**src/rtl/seg_scan_display.sv**
```systemverilog
`timescale 1ns/1ps
// Display stage for the stopwatch/countdown timer: snapshots the time fields once per
// frame, converts them to BCD serially and scans an 8-digit multiplexed 7-segment display.
//   state | meaning
//   IDLE  | waiting for a frame start
//   CONV  | double dabble, 8 steps per field, centisec -> sec -> min -> hour
//   DONE  | publish all four results to the pending registers at once
module seg_scan_display #(
   parameter int         DWELL        = 10,
   parameter int         BLINK_FRAMES = 31,
   parameter logic [7:0] DP_MASK      = 8'b0101_0100
) (
   input  logic       clk_10khz,
   input  logic       rst,
   input  logic [7:0] hour,
   input  logic [7:0] min,
   input  logic [7:0] sec,
   input  logic [7:0] centisec,
   input  logic       blink_hour,
   input  logic       blink_min,
   output logic [7:0] seg,
   output logic [7:0] an
);

   localparam int DW = (DWELL > 1) ? $clog2(DWELL) : 1;
   localparam int BW = $clog2(BLINK_FRAMES + 1);

   typedef enum logic [1:0] {IDLE, CONV, DONE} conv_state_t;

   conv_state_t       state, state_n;
   logic              started;
   logic [2:0]        idx, idx_n;
   logic [DW-1:0]     dwell, dwell_n;
   logic              fs;

   logic [3:0][7:0]   snap;
   logic [1:0]        blink_lat, blink_disp, blink_disp_n;
   logic [3:0][7:0]   res_bcd, pend_bcd, disp_bcd, disp_bcd_n;
   logic [3:0]        pend_ovr, disp_ovr, disp_ovr_n;
   logic              phase, phase_n;
   logic [BW-1:0]     fcnt, fcnt_n;

   logic [1:0]        fld;
   logic [2:0]        bit_cnt;
   logic [15:0]       sreg, dd_adj, dd_shift;

   logic [1:0]        fld_o;
   logic [3:0]        digit;
   logic              blank;
   logic [6:0]        pat;
   logic [7:0]        seg_n, an_n;

   // Scan position and frame-start detection
   always_comb begin
      idx_n   = idx;
      dwell_n = dwell;
      fs      = 1'b0;
      if (!started) begin
         fs = 1'b1;
      end else if (dwell == DW'(DWELL - 1)) begin
         dwell_n = '0;
         idx_n   = idx + 3'd1;
         fs      = (idx == 3'd7);
      end else begin
         dwell_n = dwell + 1'b1;
      end
   end

   // Frame-level state; blink masks travel with the data they were latched alongside
   always_comb begin
      disp_bcd_n   = disp_bcd;
      disp_ovr_n   = disp_ovr;
      blink_disp_n = blink_disp;
      phase_n      = phase;
      fcnt_n       = fcnt;
      if (fs) begin
         disp_bcd_n   = pend_bcd;
         disp_ovr_n   = pend_ovr;
         blink_disp_n = blink_lat;
         if ({blink_hour, blink_min} == 2'b00) begin
            phase_n = 1'b1;
            fcnt_n  = '0;
         end else if (blink_disp != 2'b00) begin
            if (fcnt == BW'(BLINK_FRAMES - 1)) begin
               phase_n = ~phase;
               fcnt_n  = '0;
            end else begin
               fcnt_n = fcnt + 1'b1;
            end
         end
      end
   end

   // Outputs are built from next-cycle values so a frame shows new data from its first cycle
   always_comb begin
      fld_o = idx_n[2:1];
      digit = idx_n[0] ? disp_bcd_n[fld_o][7:4] : disp_bcd_n[fld_o][3:0];
      blank = !phase_n && ((fld_o == 2'd3 && blink_disp_n[1]) ||
                           (fld_o == 2'd2 && blink_disp_n[0]));
      case (digit)
         4'd0:    pat = 7'h3F;
         4'd1:    pat = 7'h06;
         4'd2:    pat = 7'h5B;
         4'd3:    pat = 7'h4F;
         4'd4:    pat = 7'h66;
         4'd5:    pat = 7'h6D;
         4'd6:    pat = 7'h7D;
         4'd7:    pat = 7'h07;
         4'd8:    pat = 7'h7F;
         4'd9:    pat = 7'h6F;
         default: pat = 7'h00;
      endcase
      if (blank)
         seg_n = 8'h00;
      else if (disp_ovr_n[fld_o])
         seg_n = 8'h40;
      else
         seg_n = {DP_MASK[idx_n], pat};
      an_n = 8'h01 << idx_n;
   end

   always_ff @(posedge clk_10khz or posedge rst) begin
      if (rst) begin
         started    <= 1'b0;
         idx        <= '0;
         dwell      <= '0;
         snap       <= '0;
         blink_lat  <= '0;
         blink_disp <= '0;
         disp_bcd   <= '0;
         disp_ovr   <= '0;
         phase      <= 1'b1;
         fcnt       <= '0;
         seg        <= 8'h00;
         an         <= 8'h00;
      end else begin
         started    <= 1'b1;
         idx        <= idx_n;
         dwell      <= dwell_n;
         blink_disp <= blink_disp_n;
         disp_bcd   <= disp_bcd_n;
         disp_ovr   <= disp_ovr_n;
         phase      <= phase_n;
         fcnt       <= fcnt_n;
         seg        <= seg_n;
         an         <= an_n;
         if (fs) begin
            snap      <= {hour, min, sec, centisec};
            blink_lat <= {blink_hour, blink_min};
         end
      end
   end

   // One double dabble step; only two BCD digits are kept since values above 99 show a dash
   always_comb begin
      dd_adj = sreg;
      if (sreg[11:8] >= 4'd5)
         dd_adj[11:8] = sreg[11:8] + 4'd3;
      if (sreg[15:12] >= 4'd5)
         dd_adj[15:12] = sreg[15:12] + 4'd3;
      dd_shift = {dd_adj[14:0], 1'b0};
   end

   always_comb begin
      state_n = state;
      case (state)
         IDLE:    if (fs) state_n = CONV;
         CONV:    if (fld == 2'd3 && bit_cnt == 3'd7) state_n = DONE;
         DONE:    state_n = IDLE;
         default: state_n = IDLE;
      endcase
   end

   always_ff @(posedge clk_10khz or posedge rst) begin
      if (rst)
         state <= IDLE;
      else
         state <= state_n;
   end

   always_ff @(posedge clk_10khz or posedge rst) begin
      if (rst) begin
         sreg     <= '0;
         fld      <= '0;
         bit_cnt  <= '0;
         res_bcd  <= '0;
         pend_bcd <= '0;
         pend_ovr <= '0;
      end else begin
         case (state)
            IDLE: begin
               if (fs) begin
                  sreg    <= {8'h00, centisec};
                  fld     <= '0;
                  bit_cnt <= '0;
               end
            end
            CONV: begin
               bit_cnt <= bit_cnt + 3'd1;
               if (bit_cnt == 3'd7) begin
                  res_bcd[fld] <= dd_shift[15:8];
                  fld          <= fld + 2'd1;
                  sreg         <= {8'h00, snap[fld + 2'd1]};
               end else begin
                  sreg <= dd_shift;
               end
            end
            DONE: begin
               pend_bcd <= res_bcd;
               for (int i = 0; i < 4; i++)
                  pend_ovr[i] <= (snap[i] > 8'd99);
            end
            default: ;
         endcase
      end
   end

endmodule

```
**config.mk**
```make
export PLATFORM = sky130hd
export DESIGN_NAME = seg_scan_display
export DESIGN_NICKNAME = d
export VERILOG_FILES = /design/src/rtl/seg_scan_display.sv
export SDC_FILE = /design/constraint.sdc
export NUM_CORES = 1
export LEC_CHECK = 0
export ABC_AREA = 0
export ABC_CLOCK_PERIOD_IN_PS = 6140
export CAP_MARGIN = 25
export CELL_PAD_IN_SITES_DETAIL_PLACEMENT = 2
export CELL_PAD_IN_SITES_GLOBAL_PLACEMENT = 2
export CORE_MARGIN = 3
export CORE_UTILIZATION = 33
export CTS_BUF_LIST = sky130_fd_sc_hd__clkbuf_16
export DETAILED_ROUTE_END_ITERATION = 10
export GPL_ROUTABILITY_DRIVEN = 0
export PLACE_DENSITY = 0.81
export SLEW_MARGIN = 20
export SYNTH_ARGS = -nofsm -noshare
export SYNTH_HDL_FRONTEND = slang
export SYNTH_SLANG_ARGS = --single-unit
```
**constraint.sdc**
```tcl
create_clock -name clk_10khz -period 6.14 [get_ports clk_10khz]
set_clock_uncertainty 0.15 [all_clocks]
set_input_delay 1.228 -clock clk_10khz [delete_from_list [all_inputs] [get_ports clk_10khz]]
set_output_delay 1.228 -clock clk_10khz [all_outputs]
set_load 0.02 [all_outputs]
```
==> results.md, run 1 <==
* Largest family of logic cells by synthesized area: multiplexers
* Largest net degree at the start of global routing at 120
* Maximum fanout along the worst path at between 40 and 50
* Total core area at approximately 25000 um^2
* Hold Path Sink: snap[16]$_DFFE_PP0N_
* Worst-case clock buffer depth at 2
* Cts repair resizes at 0
* Sequential share of power at about two fifths
* HP Start: snap[16]$_DFFE_PP0N_
* Final #Nets at between 800 and 900
* Most used cell, CP: ha_1
* Required @ worst endpoint at 6310 ps
* Ys async rst share at 100%
* Met2 GRT Util at between 20% and 30%
* Post-Syn Nets at 828
* ANT cells at 0
* Synth Area in Simple Gates at between 10% and 20%
* H-tree levels at 4
* Clk slew on worst S/H paths at ~70 ps
* Mapped Area at approximately 8600 um^2
* Primary FF master, synth: dfrtp_1
* Effective utilization at floorplan at 34.0%
* Endpoints failing setup at 0
* Max cap viols at 0
* Antenna violations before repair at 0
* Post-DP Area at ~9500 um^2
* Detail Route Antenna Nets at 0
* Post-CTS Hold Buffers at 0
* Xor-xnor portion of the synthesized cell area at less than 1%
* Final hold viol count at 0
* Outcome: completed
* Synth-to-Final Area Change at 16.0%
* RSZ-0062 raised after global routing: false
* Final Core Density at 39.4%
* GRT Max-Usage Layer: met2
* DRT Wirelength at around 23000 um
* Post-synthesis compound-gate area fraction at roughly an eighth
* GRT met1 Usage at approximately a fifth
* Worst Tran Pin Value at 972 ps
* Vias at about 6000
* Leakage power at 4.66 nW
* VDD IR max at approximately 210 uV
* Critical-path cell list: ha_1 -> ha_1 -> nand3b_4 -> o21a_2 -> buf_4 -> mux2_2 -> a22o_1 -> a221o_1 -> a311oi_1
* Mux cell area share after synthesis at 12.8%
* Crit. End Element: flop
* TritonCTS Buffers at 17
* Die extent in x at 168 um
* Yosys reg bits at 193
* Worst Hold Slack at approximately 320 ps
* Synth top area share at a little under three fifths
* Final Power at between 4 and 5 mW
* GRT Overall Usage at ~17%
* Worst r2r dst: seg[5]$_DFF_PP0_
* Met3 Use GR at 2.60%
* Post-synthesis instance total at about 770
* HPWL Detailed at between 15000 and 20000 um
* Setup ws final at 2060 ps
* Vias in the first global route at between 6000 and 7000
* # DRC at 0
* Startpoint types: flop
* Ranking of synthesized cells by area: dfrtp_1 (56%), mux2_2 (8.0%), nand2_1 (7.5%)
* EDFF count, synth at 0
* # Post-CTS Setup Buffers at 0
* Pre-CTS setup slack at just under 2000 ps
* Post-route design area at approximately 10000 um^2
* Gr ovfl total at 0
* YS warnings at 0
* Worst-skew pair later-pin latency at 440 ps
* RR Startpoint: idx[0]$_DFF_PP0_
* Num ports at 52
* Max Transition Viols Final at 0
* Drt pass-1 iters at 4
* CP max stage cell: o21a_2
* Internal at about 2.7 mW
* Final min period at about 4000 ps
* Fin crit share at 66.5%
* DIE AREA at ~28000 um^2
* Row cnt at 58
* CTS tree: yes
* Port Buffer Count at 51
* DR iter-0 viols at about 280
* Max-slew headroom at around a third
* Wire per inst at 19.6 um
* Clk pwr share at between 20% and 30%
* Largest area contributor in the netlist: dfrtp_1
* Worst min-delay path category: reg -> reg
* Final Non-Filler Cells at roughly 1200
* DIE HEIGHT at 168 um
* Clk sinks at about 190
* Yosys cell types at 63
* Share of layout cells above drive strength 1 at ~16%
* Cell family with most CP delay: compound AO/OA/AOI/OAI gates
* Sequential area share after synthesis at 56.0%
* Switching part of the total at a little under two fifths
* DP Cell Count at about 1100
* Setup_tns at 0 ps
* Total power per unit cell area at approximately 430 nW/um^2
* Crit path DAT at between 4000 and 5000 ps
* CTS root buffer: clkbuf_16
* Reg2Reg Depth at 9
* Combinational share of power at 34.7%
* Hold depth at 2
* First-pass GRT wire length at approximately 38000 um
* Setup CP Type: reg -> reg
* Net switching power at roughly 1.6 mW
* Max stage delay on crit path at slightly below 700 ps
* Reg2Reg Setup Slack at around 2100 ps
* Vias/cell at ~5.2
* CP Buf/Inv Count at 1
* Synth Area in Adders at between 2 and 3%
* Syn_area_per_cell at between 10 and 15 um^2
* Peak Freq at 0.245 GHz
-- layout by cell type, fill, tap and decap left out, drive strengths merged, types with 9 or more instances in the layout --
cell             n
a21oi           18
a22o            10
clkbuf          17
clkdlybuf4s50   51
dfrtp          192
ha              20
inv             35
mux2            70
mux2i           11
nand2          173
nand3            9
nor2            25
o211ai          17
o21ai           74
-- kinds of logic after synthesis --
group           after synthesis
other cells                   1
simple gates                238
mux                          89
fa+ha+maj                    20
xor+xnor                      6
flops                       193
compound gates              161
buf+inv                      64
-- synthesized netlist by cell type, drive strengths merged (5+ instances only) --
master and number:
dfrtp 192, nand2 173, o21ai 74, mux2 70, inv 28, clkbuf 26, nor2 25, ha 20
a21oi 18, o211ai 17, mux2i 11, a22o 10, buf 10, nand3 9, mux4 8, nand2b 8
a221oi 7, a31oi 6, xnor2 5
-- worst max path at each step --
stage / from / endpoint / slack (ps) / depth (start not counted)
after floorplan: rst / an[0]$_DFF_PP0_ / 2270 / 1
after global placement: idx[0]$_DFF_PP0_ / seg[4]$_DFF_PP0_ / 2230 / 10
after detailed placement: idx[0]$_DFF_PP0_ / seg[5]$_DFF_PP0_ / 1990 / 9
after CTS: idx[0]$_DFF_PP0_ / seg[5]$_DFF_PP0_ / 1960 / 9
after global routing: dwell[2]$_DFFE_PP0P_ / seg[5]$_DFF_PP0_ / 1770 / 7
final: idx[0]$_DFF_PP0_ / seg[5]$_DFF_PP0_ / 2060 / 9
-- registers in the layout, summed over array words and instances (netlist names) --
name	flops
an	8
bit_cnt	3
blink_disp	2
blink_lat	2
disp_bcd	32
disp_ovr	4
dwell	4
fcnt	5
fld	2
idx	3
pend_bcd	32
pend_ovr	4
phase	1
res_bcd	32
seg	8
snap	32
sreg	16
started	1
state	2
-- power by group through the flow --
stage	Combinational, mW	Clock (mW)	Sequential, mW
6_report	1.48	1.06	1.74
2_1_floorplan	1.02	0	1.72
5_1_grt	1.66	1.15	1.78
4_1_cts	1.52	1.09	1.74
3_3_place_gp	1.40	0	1.74
3_5_place_dp	1.49	0	1.76
-- per-layer routing --
metal,up-vias,share of wire [%]
li1,2757,-
met1,3145,44
met2,75,52
met3,30,2.3
met4,0,2.1
met5,-,0
-- worst min-delay path, cell delays in order, from the launching register on --
cell and delay [ps]:
dfrtp_1 340, nand2_1 50, nand2_1 50
-- area by class of cell --
class	count	area, um^2
fillers	2651	15400
inverters	28	109
clock buffers	17	425
clock inverters	15	124
well taps	330	413
repair buffers	58	583
multi-input cells	515	3520
flip-flops and latches	193	4830
No activity file was read; power rests on OpenSTA's default activity.
==> inputs of run 2 (changes only) <==
- ABC_CLOCK_PERIOD_IN_PS: 6140 -> 4000
- PLACE_DENSITY: 0.81 -> 0.78
- clock period: 6.14 -> 4 ns (I/O delays scaled with it)
==> run 2 against run 1 <==
Compared with the run above: cell count grew 1.0%; combinational power grew 63%; clock-buffer cell count is the same; register-to-register slack lost 1800 ps; setup slack lost 1800 ps; utilization grew 0.56 points; cell area grew 1.4%; maximum frequency grew 10%; die area is the same.
==> results.md, run 2 (synthesis gave the netlist of run 1 again) <==
* Vias in the first global route at 6973 (+3.4%)
* Required @ worst endpoint at 4170 ps (-2140 ps)
* RSZ-0062 raised after global routing: false
* Port Buffer Count at 51 (unchanged)
* Clk slew on worst S/H paths at 80 ps (about the same)
* Most common cell after layout, fill and taps aside: dfrtp_1
* Total core area at 25400 um^2 (unchanged)
* Pre-CTS setup slack at 460 ps (-1530 ps)
* Setup CP Type: reg -> reg
* Most frequent cells in the layout: dfrtp_1 (192), nand2_1 (172), o21ai_0 (73)
* Post-CTS Hold Buffers at 0 (unchanged)
* Drt pass-1 iters at 4 (unchanged)
* Final hold viol count at 0 (unchanged)
* Synth-to-Final Area Change at 17.7%
* Worst-case clock buffer depth at 2 (unchanged)
* Max-slew headroom at 29.5% (-5.1 points)
* Final Non-Filler Cells at 1168 (+1.0%)
* Final min period at 3700 ps (-383 ps)
* DP Cell Count at 1136 (+1.1%)
* ANT cells at 0 (unchanged)
* Clk sinks at 193 (unchanged)
* Row cnt at 58 (unchanged)
* Num ports at 52 (unchanged)
* Total power per unit cell area at 669 nW/um^2 (+57%)
* Share of layout cells above drive strength 1 at 17.2% (+1.3 points)
* Fillcell total at 2646 (-0.19%)
* DIE HEIGHT at 168 um (unchanged)
* DIE AREA at 28100 um^2 (unchanged)
* DR iter-0 viols at 230 (-19%)
* Leakage power at 4.73 nW (+1.5%)
* H-tree levels at 4 (unchanged)
* Die extent in x at 168 um (unchanged)
* # Post-CTS Setup Buffers at 0 (unchanged)
* CTS root buffer: clkbuf_16
* Cts repair resizes at 0 (unchanged)
* Peak Freq at 0.270 GHz (+10%)
* Final #Nets at 881 (+1.4%)
* TritonCTS Buffers at 17 (unchanged)
* Setup ws final at 302 ps (-1760 ps)
* Setup_tns at 0 ps (unchanged)
* Worst-skew pair later-pin latency at 440 ps (about the same)
* Crit. End Element: flop
* VDD IR max at 356 uV (+73%)
* DRT Wirelength at 24400 um (+7.4%)
* First-pass GRT wire length at 39900 um (+5.6%)
* Antenna violations before repair at 0 (unchanged)
* Outcome: completed
* Vias/cell at 5.26 (+1.2%)
* Worst Hold Slack at 316 ps (-2.85 ps)
* # DRC at 0 (unchanged)
* Maximum fanout along the worst path at 19 (-60%)
* Gr ovfl total at 0 (unchanged)
* Max Transition Viols Final at 0 (unchanged)
* Endpoints failing setup at 0 (unchanged)
* HPWL Detailed at 16700 um (+4.9%)
* Fin crit share at 92.5% (+26 points)
* Effective utilization at floorplan at 34.0% (unchanged)
* Wire per inst at 20.9 um (+6.3%)
* Worst min-delay path category: reg -> reg
* Max cap viols at 0 (unchanged)
* CTS tree: yes
* Startpoint types: flop
* Crit path DAT at 3870 ps (-380 ps)
* Vias at 6143 (+2.3%)
* Detail Route Antenna Nets at 0 (unchanged)
* Worst Tran Pin Value at 1050 ps (+76.5 ps)
* Largest net degree at the start of global routing at 43 (-64%)
* Final Power at 6.79 mW (+59%)
* GRT Overall Usage at 17.9% (+1.1 points)
[run 2: changes by cell type in the layout (fill, tap and decap cells not counted), moves of 2 or more]
cell	previous run	this run
buf_12	1	3
buf_4	5	16
bufinv_16	0	2
clkinv_1	2	0
clkinvlp_4	2	6
inv_8	3	0
[run 2: stage by stage]
stage	area, um^2	util, %
floorplan	8630	-
global placement	9570	37.7
detailed placement	9570	37.7
CTS	10200	40.0
global route	10200	40.0
finish	10200	40.0
[run 2: path summary, 6_finish.rpt]
kind | startpoint | end | slack, ps | cells past startpoint
worst max register to register | idx[1]$_DFF_PP0_ | seg[4]$_DFF_PP0_ | 300 | 12
worst min register to register | snap[1]$_DFFE_PP0N_ | snap[1]$_DFFE_PP0N_ | 320 | 2
min in group asynchronous | rst | fcnt[0]$_DFFE_PP0P_ | 670 | 2
max in group asynchronous | rst | fld[1]$_DFFE_PP0P_ | 2090 | 3
worst max-delay path | idx[1]$_DFF_PP0_ | seg[4]$_DFF_PP0_ | 300 | 12
worst min-delay path | snap[1]$_DFFE_PP0N_ | snap[1]$_DFFE_PP0N_ | 320 | 2
[run 2: per-layer routing]
metal  wire length (um)  global-route usage (%)  vias to the layer above
li1                   -                       -                     2788
met1              10400                    21.5                     3236
met2              12900                    32.9                       83
met3                471                    2.83                       36
met4                570                    5.80                        0
met5                  0                       0                        -
[run 2: layout make-up]
cell class                 count  area, um^2  area share, %
multi-input combinational    515        3520           34.7
tap                          330         413           4.07
inverter                      28         109           1.07
clock buffer                  17         425           4.19
sequential                   193        4830           47.6
clock inverter                15         159           1.57
timing repair buffer          70         691           6.80
[run 2: critical path, cell delays in order (launching register included)]
cell      delay [ps]
dfrtp_1          430
ha_1             200
ha_1             210
nand3b_4         160
o21a_2           290
buf_4            300
mux2_1           380
a221oi_1         350
a32o_1           270
inv_1            110
ha_1             240
mux2_1           290
a22o_1           210
[run 2: power breakdown]
part | leakage [nW] | internal (mW) | switching, mW
logic | 1.93 | 0.964 | 1.45
registers | 2.52 | 2.35 | 0.303
clock network | 0.274 | 0.928 | 0.798
==> inputs of run 3 (changes only) <==
- CORE_ASPECT_RATIO: not set -> 0.6
==> run 3 against run 2 <==
Compared with the run above: cell count is 1.8% higher; largest cell class unchanged; critical path type unchanged; register-to-register slack improved by 140 ps; via count shrank 0.50%; clock-buffer cell count unchanged; maximum frequency increased by 4.0%; cell area about the same; global-route usage hardly changed; critical path depth unchanged; sequential share of layout area about the same; sequential power barely moved.
==> results.md, run 3 (synthesis gave the netlist of run 1 again) <==
* Outcome: completed
* Crit. End Element: flop
* Worst Tran Pin Value at 884 ps (-165 ps)
* Wire per inst at 20.2 um (-3.4%)
* Total power per unit cell area at 664 nW/um^2 (-0.74%)
* HPWL Detailed at 17300 um (+3.6%)
* First-pass GRT wire length at 39600 um (-0.83%)
* DP Cell Count at 1158 (+1.9%)
* H-tree levels at 4 (unchanged)
* Largest net degree at the start of global routing at 75 (+74%)
* Vias/cell at 5.14 (-2.3%)
* Required @ worst endpoint at 4180 ps (about the same)
* Total core area at 25500 um^2 (+0.42%)
* Row cnt at 45 (-22%)
* DIE AREA at 28200 um^2 (+0.23%)
* ANT cells at 0 (unchanged)
* Maximum fanout along the worst path at 31 (+12)
* Leakage power at 4.72 nW (-0.19%)
* Worst-case clock buffer depth at 2 (unchanged)
* RSZ-0062 raised after global routing: false
* Hold depth at 2 (unchanged)
* Gr ovfl total at 0 (unchanged)
* CTS root buffer: clkbuf_16
* Detail Route Antenna Nets at 0 (unchanged)
* Fin crit share at 88.9% (-3.6 points)
* Clk slew on worst S/H paths at 70 ps (about the same)
* Crit path DAT at 3740 ps (-130 ps)
* Most frequent cells in the layout: dfrtp_1 (192), nand2_1 (172), o21ai_0 (73)
* Post-CTS Hold Buffers at 0 (unchanged)
* Register area at 4830 um^2 (unchanged)
* Pre-CTS setup slack at 510 ps (+49.6 ps)
* Share of layout cells above drive strength 1 at 17.0% (-0.22 points)
* Final Non-Filler Cells at 1189 (+1.8%)
* CP max stage cell: dfrtp_1
* DIE HEIGHT at 131 um (-22%)
* Setup ws final at 445 ps (+144 ps)
* Endpoints failing setup at 0 (unchanged)
* Clk sinks at 193 (unchanged)
* Cts repair resizes at 0 (unchanged)
* Levels on crit path at 12 (unchanged)
* Cell family with most CP delay: compound AO/OA/AOI/OAI gates
* Post-route design area at 10100 um^2 (about the same)
* Effective utilization at floorplan at 33.8% (-0.14 points)
* Vias in the first global route at 6782 (-2.7%)
* DR iter-0 viols at 252 (+9.6%)
* Peak Freq at 0.281 GHz (+4.0%)
* Max stage delay on crit path at 430 ps (about the same)
* Max Transition Viols Final at 0 (unchanged)
* Area of the multi-input gates at 3520 um^2 (unchanged)
* Setup_tns at 0 ps (unchanged)
* Fillcell total at 2685 (+1.5%)
* Max cap viols at 0 (unchanged)
* Synth-to-Final Area Change at 17.7% (about the same)
* Final #Nets at 881 (unchanged)
* Worst-skew pair later-pin latency at 440 ps (about the same)
* TritonCTS Buffers at 17 (unchanged)
* Worst Hold Slack at 322 ps (+5.66 ps)
* Antenna violations before repair at 0 (unchanged)
* VDD IR max at 269 uV (-25%)
* Final min period at 3550 ps (-144 ps)
* Most common cell after layout, fill and taps aside: dfrtp_1
* Worst min-delay path category: reg -> reg
* CP Buf/Inv Count at 2 (unchanged)
* DRT Wirelength at 24000 um (-1.6%)
* Post-DP Area at 9580 um^2 (+0.16%)
* Reg2Reg Depth at 12 (unchanged)
* Port Buffer Count at 51 (unchanged)
* # Post-CTS Setup Buffers at 0 (unchanged)
* Vias at 6112 (-0.50%)
* Final Core Density at 39.8% (-0.17 points)
* Startpoint types: flop
* Die extent in x at 215 um (+28%)
* # DRC at 0 (unchanged)
* Final Power at 6.74 mW (-0.75%)
* Final hold viol count at 0 (unchanged)
* Drt pass-1 iters at 4 (unchanged)
* Most used cell, CP: ha_1
* Num ports at 52 (unchanged)
* Max-slew headroom at 41.1% (+12 points)
* CTS tree: yes
* Critical-path cell list: ha_1 -> ha_1 -> nand3b_4 -> o21a_2 -> buf_12 -> mux2_2 -> a21oi_1 -> a32o_1 -> inv_1 -> ha_1 -> mux2_1 -> a22o_1
* Setup CP Type: reg -> reg
* GRT Overall Usage at 17.9% (-0.043 points)
run 3: changes by cell type in the layout (fill, tap and decap cells not counted):
| cell | before | now |
|---|---|---|
| buf_4 | 16 | 17 |
| clkinv_2 | 1 | 2 |
| clkinv_1 | 0 | 1 |
| clkinvlp_4 | 6 | 5 |
| inv_6 | 4 | 1 |
| clkinv_4 | 2 | 3 |
| buf_12 | 3 | 2 |
run 3: path summary, 6_finish.rpt:
| path | from | end | slack, ps |
|---|---|---|---|
| worst min register to register | snap[9]$_DFFE_PP0N_ | snap[9]$_DFFE_PP0N_ | 320 |
| worst min-delay path | snap[9]$_DFFE_PP0N_ | snap[9]$_DFFE_PP0N_ | 320 |
| worst max-delay path | idx[1]$_DFF_PP0_ | seg[4]$_DFF_PP0_ | 450 |
| max in group asynchronous | rst | snap[8]$_DFFE_PP0N_ | 2200 |
| worst max register to register | idx[1]$_DFF_PP0_ | seg[4]$_DFF_PP0_ | 450 |
| min in group asynchronous | rst | fcnt[2]$_DFFE_PP0P_ | 660 |
run 3: power breakdown:
part / switching [mW] / total, mW / internal [mW]
combinational: 1.45 / 2.41 / 0.962
sequential: 0.290 / 2.64 / 2.35
clock: 0.775 / 1.69 / 0.914
run 3: tightest hold or removal path: stages, from the launching register on:
cell and delay (ps):
dfrtp_1 340, nand2_1 50, nand2_1 50
run 3: area by class of cell:
| class | count | share of cell area [%] |
|---|---|---|
| clock inverter | 14 | 1.41 |
| clock buffer | 17 | 4.19 |
| multi-input combinational | 515 | 34.7 |
| inverter | 28 | 1.07 |
| timing repair buffer | 70 | 6.68 |
| tap | 352 | 4.34 |
| sequential | 193 | 47.6 |
run 3: routing by layer:
layer | global-route usage [%] | wire length, um | up-vias
li1 | - | - | 2787
met5 | 0 | 0 | -
met4 | 4.84 | 267 | 0
met3 | 3.44 | 1120 | 21
met2 | 26.8 | 10500 | 103
met1 | 26.5 | 12100 | 3201
